<file path="config.mk">
export PLATFORM = sky130hd
export DESIGN_NAME = regfile_dump
export DESIGN_NICKNAME = d
export VERILOG_FILES = /design/src/rtl/regdump_pkg.sv /design/src/rtl/regfile_dump.sv
export SDC_FILE = /design/constraint.sdc
export NUM_CORES = 1
export LEC_CHECK = 0
export ABC_AREA = 0
export CAP_MARGIN = 10
export CORE_UTILIZATION = 46
export CTS_CLUSTER_DIAMETER = 100
export DETAILED_ROUTE_END_ITERATION = 12
export GPL_ROUTABILITY_DRIVEN = 0
export PLACE_DENSITY = 0.83
export SYNTH_ARGS = -nofsm -noshare
export SYNTH_HDL_FRONTEND = slang
export SYNTH_SLANG_ARGS = --single-unit
</file>
<file path="constraint.sdc">
create_clock -name clk -period 2.4 [get_ports clk]
set_clock_uncertainty 0.1 [all_clocks]
set_input_delay 0.36 -clock clk [delete_from_list [all_inputs] [get_ports clk]]
set_output_delay 0.36 -clock clk [all_outputs]
set_load 0.1 [all_outputs]
</file>
<file path="src/rtl/regdump_pkg.sv">
// Shared types for the register-file dump client.
// Holds the FSM state enum and the last-index helper.
package regdump_pkg;

  typedef enum logic [2:0] {
    S_IDLE = 3'd0,
    S_READ = 3'd1,
    S_SEND = 3'd2,
    S_SUM  = 3'd3,
    S_DONE = 3'd4
  } state_t;

  function automatic int last_idx(input int regbits);
    return (1 << regbits) - 1;
  endfunction

endpackage

</file>
<file path="src/rtl/regfile_dump.sv">
// Walks every regfile address on a spare read port and streams the
// captured values out as valid/ready beats (addr, data, last).
// Ports: clk, reset_n (async, active-low), start, abort,
//   dump_ra/dump_rd (regfile read port), out_valid/out_ready,
//   out_data, out_addr, out_last, busy, done.
// Build option REGDUMP_CHECKSUM_EN appends a checksum beat.
module regfile_dump
  import regdump_pkg::*;
#(
  parameter int WIDTH   = 8,
  parameter int REGBITS = 3
) (
  input  logic               clk,
  input  logic               reset_n,
  input  logic               start,
  input  logic               abort,
  output logic [REGBITS-1:0] dump_ra,
  input  logic [WIDTH-1:0]   dump_rd,
  output logic               out_valid,
  input  logic               out_ready,
  output logic [WIDTH-1:0]   out_data,
  output logic [REGBITS-1:0] out_addr,
  output logic               out_last,
  output logic               busy,
  output logic               done
);

  // One spare bit so the last-compare never wraps.
  localparam logic [REGBITS:0] LAST =
    (REGBITS+1)'(last_idx(REGBITS));

  state_t             state;
  state_t             state_nx;
  logic [REGBITS:0]   idx;
  logic [REGBITS:0]   idx_nx;
  logic [WIDTH-1:0]   data_q;
  logic               is_last;
  logic               hs;

`ifdef REGDUMP_CHECKSUM_EN
  logic [WIDTH-1:0]   csum;
`endif

  assign is_last = (idx == LAST);
  assign hs      = out_valid && out_ready;

  always_comb begin
    state_nx = state;
    idx_nx   = idx;
    if (abort && state != S_IDLE) begin
      state_nx = S_IDLE;
      idx_nx   = '0;
    end else begin
      unique case (state)
        S_IDLE: begin
          // abort beats start in IDLE
          if (start && !abort) begin
            state_nx = S_READ;
            idx_nx   = '0;
          end
        end
        S_READ: state_nx = S_SEND;
        S_SEND: begin
          if (hs) begin
            if (is_last) begin
`ifdef REGDUMP_CHECKSUM_EN
              state_nx = S_SUM;
`else
              state_nx = S_DONE;
`endif
            end else begin
              idx_nx   = idx + 1'b1;
              state_nx = S_READ;
            end
          end
        end
`ifdef REGDUMP_CHECKSUM_EN
        S_SUM: begin
          if (hs) state_nx = S_DONE;
        end
`endif
        S_DONE: begin
          state_nx = S_IDLE;
          idx_nx   = '0;
        end
        default: begin
          state_nx = S_IDLE;
          idx_nx   = '0;
        end
      endcase
    end
  end

  always_ff @(posedge clk or negedge reset_n) begin
    if (!reset_n) begin
      state  <= S_IDLE;
      idx    <= '0;
      data_q <= '0;
    end else begin
      state <= state_nx;
      idx   <= idx_nx;
      if (state == S_READ) data_q <= dump_rd;
    end
  end

`ifdef REGDUMP_CHECKSUM_EN
  always_ff @(posedge clk or negedge reset_n) begin
    if (!reset_n) begin
      csum <= '0;
    end else if (state == S_IDLE && state_nx == S_READ) begin
      csum <= '0;
    end else if (state == S_SEND && hs && !abort) begin
      csum <= csum + data_q;
    end
  end
`endif

  assign dump_ra  = (state == S_READ) ? idx[REGBITS-1:0] : '0;
  assign out_addr = (state == S_SEND) ? idx[REGBITS-1:0] : '0;
  assign busy     = (state != S_IDLE);
  assign done     = (state == S_DONE);

`ifdef REGDUMP_CHECKSUM_EN
  assign out_valid = (state == S_SEND) || (state == S_SUM);
  assign out_data  = (state == S_SUM) ? csum : data_q;
  assign out_last  = (state == S_SUM);
`else
  assign out_valid = (state == S_SEND);
  assign out_data  = data_q;
  assign out_last  = (state == S_SEND) && is_last;
`endif

endmodule
</file>
Word-level counts from Yosys, hierarchy flattened --
Cells that the tools add are included.
Cells by class: $add $sub $neg 1, equal/unequal tests 8, multiplexer cells 12, reduce and logical (&&, ||, !) cells 9
Operators by type and width (count):
- 3-bit two-way mux | 6
- 4-bit two-way mux | 4
- 4-bit case mux with 3 select lines | 1
- 3-bit case mux with 3 select lines | 1
- 4-bit by 1-bit adder with 4-bit output (second input constant) | 1
- 4-bit by 3-bit equality test with 1-bit output (second input constant) | 1
- 1-bit logical AND | 4
- 4-bit AND reduction | 1
- 3-bit by 1-bit equality test with 1-bit output (second input constant) | 1
- 3-bit by 2-bit equality test with 1-bit output (second input constant) | 1
- 3-bit equality test (second input constant) | 1
- 3-bit logical NOT | 1
- 3-bit by 1-bit inequality test with 1-bit output (second input constant) | 1
- 3-bit by 2-bit inequality test with 1-bit output (second input constant) | 1
- 3-bit inequality test (second input constant) | 1
- 3-bit nonzero test | 1
- 2-bit inequality test (second input constant) | 1
- 2-bit AND reduction | 1
- 1-bit logical NOT | 1
Storage, ports and cells: register bits after elaboration 15, bits of input ports 13, output and inout bits 18, logic and storage cells 33

Depth between registers and ports, before layout --
depth after elaboration 5, gate-level depth with buffers 5

Least setup slack after synthesis --
OpenSTA, ideal clock, no wires.
path type flip-flop to output port, start reg idx[0], end out out_last, arrival time 3.548 ns, data required time 1.940 ns, setup slack -1.608 ns, cell stages (with the launch flop) 4, path through dfrtp_1 -> ha_1 -> nand3b_1 -> nor4_1
On the way: word-level cells in the longest chain between the ends 2
RTL lines:
- from (decl) | line regfile_dump.sv:34 | logic [REGBITS:0] idx;
- from (signal assigned) | line regfile_dump.sv:101 | idx <= idx_nx;
- 4-bit by 3-bit equality test with 1-bit output | line regfile_dump.sv:44 | assign is_last = (idx == LAST);
- 1-bit logical AND | line regfile_dump.sv:130 | assign out_last = (state == S_SEND) && is_last;
- to (decl) | line regfile_dump.sv:23 | output logic out_last,
No other way between the ends.

Worst setup path in the final report --
start reg state[1], end out dump_ra[0]
On the way: word-level cells in the longest chain between the ends 2
RTL lines:
- from (decl) | line regfile_dump.sv:32 | state_t state;
- from (signal assigned) | line regfile_dump.sv:100 | state <= state_nx;
- 3-bit by 1-bit equality test with 1-bit output | line regfile_dump.sv:118 | assign dump_ra = (state == S_READ) ? idx[REGBITS-1:0] : '0;
- 3-bit two-way mux | line regfile_dump.sv:118
- to (decl) | line regfile_dump.sv:17 | output logic [REGBITS-1:0] dump_ra,
No other way between the ends.

==> flow_results.org <==
** Synth
- Of the total synthesized cell area, the portion taken by full adders, half adders and majority gates is 0.01536.
- Count leader, synth :: dfrtp_1
- Mean area per synthesized cell :: 11.16 µm²
- Compound-gate portion of the synthesized area :: 0.1260
- Number of enable-type register cells in the synthesized netlist :: 0
- Of the total synthesized cell area, the portion taken by AND, OR, NAND and NOR gates is 0.2104.
- After synthesis, the largest family of logic cells by area is simple AND/OR/NAND/NOR gates.
- Synthesis warning total :: 0
- For this run, asynchronously set or reset flops after synthesis account for 1.000.
- Most frequent cells after synthesis :: dfrtp_1, mux2_2, inv_1
- Sorting the synthesized cells by area gives the leading types as dfrtp_1, mux2_2, a2111oi_4.
- The synthesized design contains 15 register bits.
- Instance count of the mapped netlist :: 73
- Syn Std Cell Area :: 814.5 µm²
- Xor/xnor share of the synthesized area :: 0
- The synthesized design spends more area on one cell type than any other, namely dfrtp_1.
- Distinct cells, synth :: 31
- Net count after synthesis :: 87
- Leading register cell type out of synthesis :: dfrtp_1
- Fraction of synthesized area in multiplexers :: 0.1229
- Share of synthesized area occupied by flip-flops and latches :: 0.4608
- Fraction of synthesized cell area taken by the top area cell type :: 0.4608

** Flow run
- Max-cap violations :: 0

** Floorplan
- The floorplan step set the die width to 44.08 µm.
- Starting density of the core :: 0.5167
- Top Ports :: 31
- The core region is 1577 µm².
- Chip height :: 44.08 µm
- The floorplan step defined a die boundary enclosing 1943 µm².
- After floorplanning, the core was divided into 14 placement rows.

** Placement
- After detailed placement, the total cell area comes to 1214 µm².
- Input and output buffers added on the ports amount to 30.
- Placed wire-length estimate :: 1.508 mm

** Routing
- The count of nets left with antenna violations once routing finished came out at 0.
- After detailed routing, the average wire length per cell comes to 15.45 µm.
- For this run, design rule violations remaining after detail routing come to 1.
- DRT Pass-1 Iters :: 8
- The routed design has 1.870 mm of wire.
- Using the TritonRoute via totals, the vias-per-cell ratio works out to 5.645.
- The routed layout has 683 vias.
- For this block, the initial DRC count from the detailed router was 9.

** Setup path
- Setup CP Type :: reg2out
- Critical-path maximum fanout :: 12
- Critical path data required time :: 1.94 ns
- Worst setup EP type :: output pin
- STA classifies the critical path startpoint as a flop.
- Crit path DAT :: 1.69 ns

** Clock network
- For this design, the CTS-stage hold fixing added 0 buffers.
- Counting the buffers created by CTS gives 3.
- Largest buffer count on any clock path :: 2
- After clock tree synthesis, the repair step resized 0 gates.
- Clock-pin transition on the worst setup and hold timing paths :: 0.08 ns
- The clock reaches the later pin of the worst-skew pair after 0.28 ns.
- CTS built an H-tree with a depth of 1.
- Number of setup buffers added after CTS :: 0
- Clock tree from TritonCTS :: yes
- CTS sink count :: 15
- Cell at the root of the clock tree :: clkbuf_4

** Finish
- In the final layout, the share of cells above drive strength 1 is 0.4095.
- From synthesis to final layout, the design area changed by 52.23%.
- The finished cells cover 1240 µm².
- Number of nets in the finished design :: 120
- For this run, the share of the core covered by cells in the final layout is 0.7865.
- 0 antenna diodes ended up in the layout.

** GRT
- Overall Global Routing Usage :: 0.2205
- Entering global routing, the biggest net connects 16 pins.
- First-pass GRT wire length :: 3.070 mm
- Global route total overflow :: 0
- The via count of the first global-routing pass was 664.
- The number of antenna violations at the first check in global routing is 0.

** STA
- Setup repair after global routing left no endpoint under its margin.
- The worst pin sits at a relative slew slack of 0.5575.
- Tmin final :: 2.146 ns
- Final worst-path cycle share :: 0.8942
- The final hold violation count was 0.
- Setup violations remaining at the end of the flow were counted as 0.
- Derived from the worst setup path, the maximum achievable clock frequency is 466.0 MHz.
- Worst-Margin Slew :: 0.6617 ns
- Max-slew violation count :: 0

** Hold path
- The worst hold path belongs to the class in2async.

** Run status
- The flow ran to the end, but the final reports show violations.
- The checks that failed: DRC.
## sequential cells by signal, summed over array words and instances, names as in the netlist
signal and cells:
state 3, out_data 8, idx 4
## area by class of cell
cell class                      count  area [µm²]
Fill cell                         105       336.6
Timing Repair Buffer               31       387.9
Tap cell                           16       20.02
Multi-Input combinational cell     49       407.9
Sequential cell                    15       375.4
Inverter                            6       22.52
Clock buffer                        4       26.28
## stage by stage
step	instances	hold slack [ns]	setup TNS, ns	setup slack, ns
2_1_floorplan	73	-0.03559	-0.4347	-0.4347
3_3_place_gp	117	0.3911	0	0.5925
3_5_place_dp	117	0.3973	0	0.5706
4_1_cts	121	0.3954	0	0.2483
5_1_grt	121	0.4266	0	0.1534
6_report	121	0.3807	0	0.2539
## worst max-delay path: stages, from the launching register on
cell      delay (ns)
dfrtp_1         0.54
nand2b_2        0.30
nor2_2          0.18
and2_1          0.20
buf_12          0.18
## metal layers
metal | global-route usage | wire [µm]
met5 | 0 | 0
met4 | 0.06061 | 44
met3 | 0.07755 | 72
met2 | 0.3324 | 973
met1 | 0.3032 | 780
## cells by family after synthesis
group / Yosys count
adders and majority gates: 1
AOI/OAI and AO/OA: 10
DFF: 15
buffers and inverters: 9
and+or+nand+nor: 29
muxes: 9
## final timing paths
path / slack (ns) / end / start / cells past startpoint
min in group clk: 0.41 / out_data[7] / out_data[7] / 1
hold reg to reg: 0.41 / out_data[7] / out_data[7] / 1
max in group asynchronous: 1.40 / idx[0] / reset_n / 1
setup reg to reg: 0.62 / out_data[1] / state[1] / 4
hold / removal: 0.38 / out_data[5] / reset_n / 1
setup / recovery: 0.25 / dump_ra[0] / state[1] / 4
## placed cells by master, fill, tap and decap left out, drive strengths merged
cell,netlist,final
nor2b,1,1
and2,3,3
clkdlybuf4s50,0,12
mux2,8,8
o22ai,1,1
and3,3,3
or2b,1,1
o21ai,3,3
o311a,1,1
o2111ai,1,1
or3,1,1
a21oi,1,1
nor4,1,1
buf,3,19
nand4,1,1
dfrtp,15,15
a2111oi,1,1
nand3,4,4
nand3b,1,1
nand2b,1,1
mux2i,1,1
nor2,4,4
nand2,5,5
o311ai,1,1
nor3,2,2
clkbuf,0,4
inv,6,6
ha,1,1
a22o,1,1
nor3b,1,1
Power is left out: the tool's default activity adds up to more than one toggle a clock period on the data nets, which glitch-free logic cannot reach.
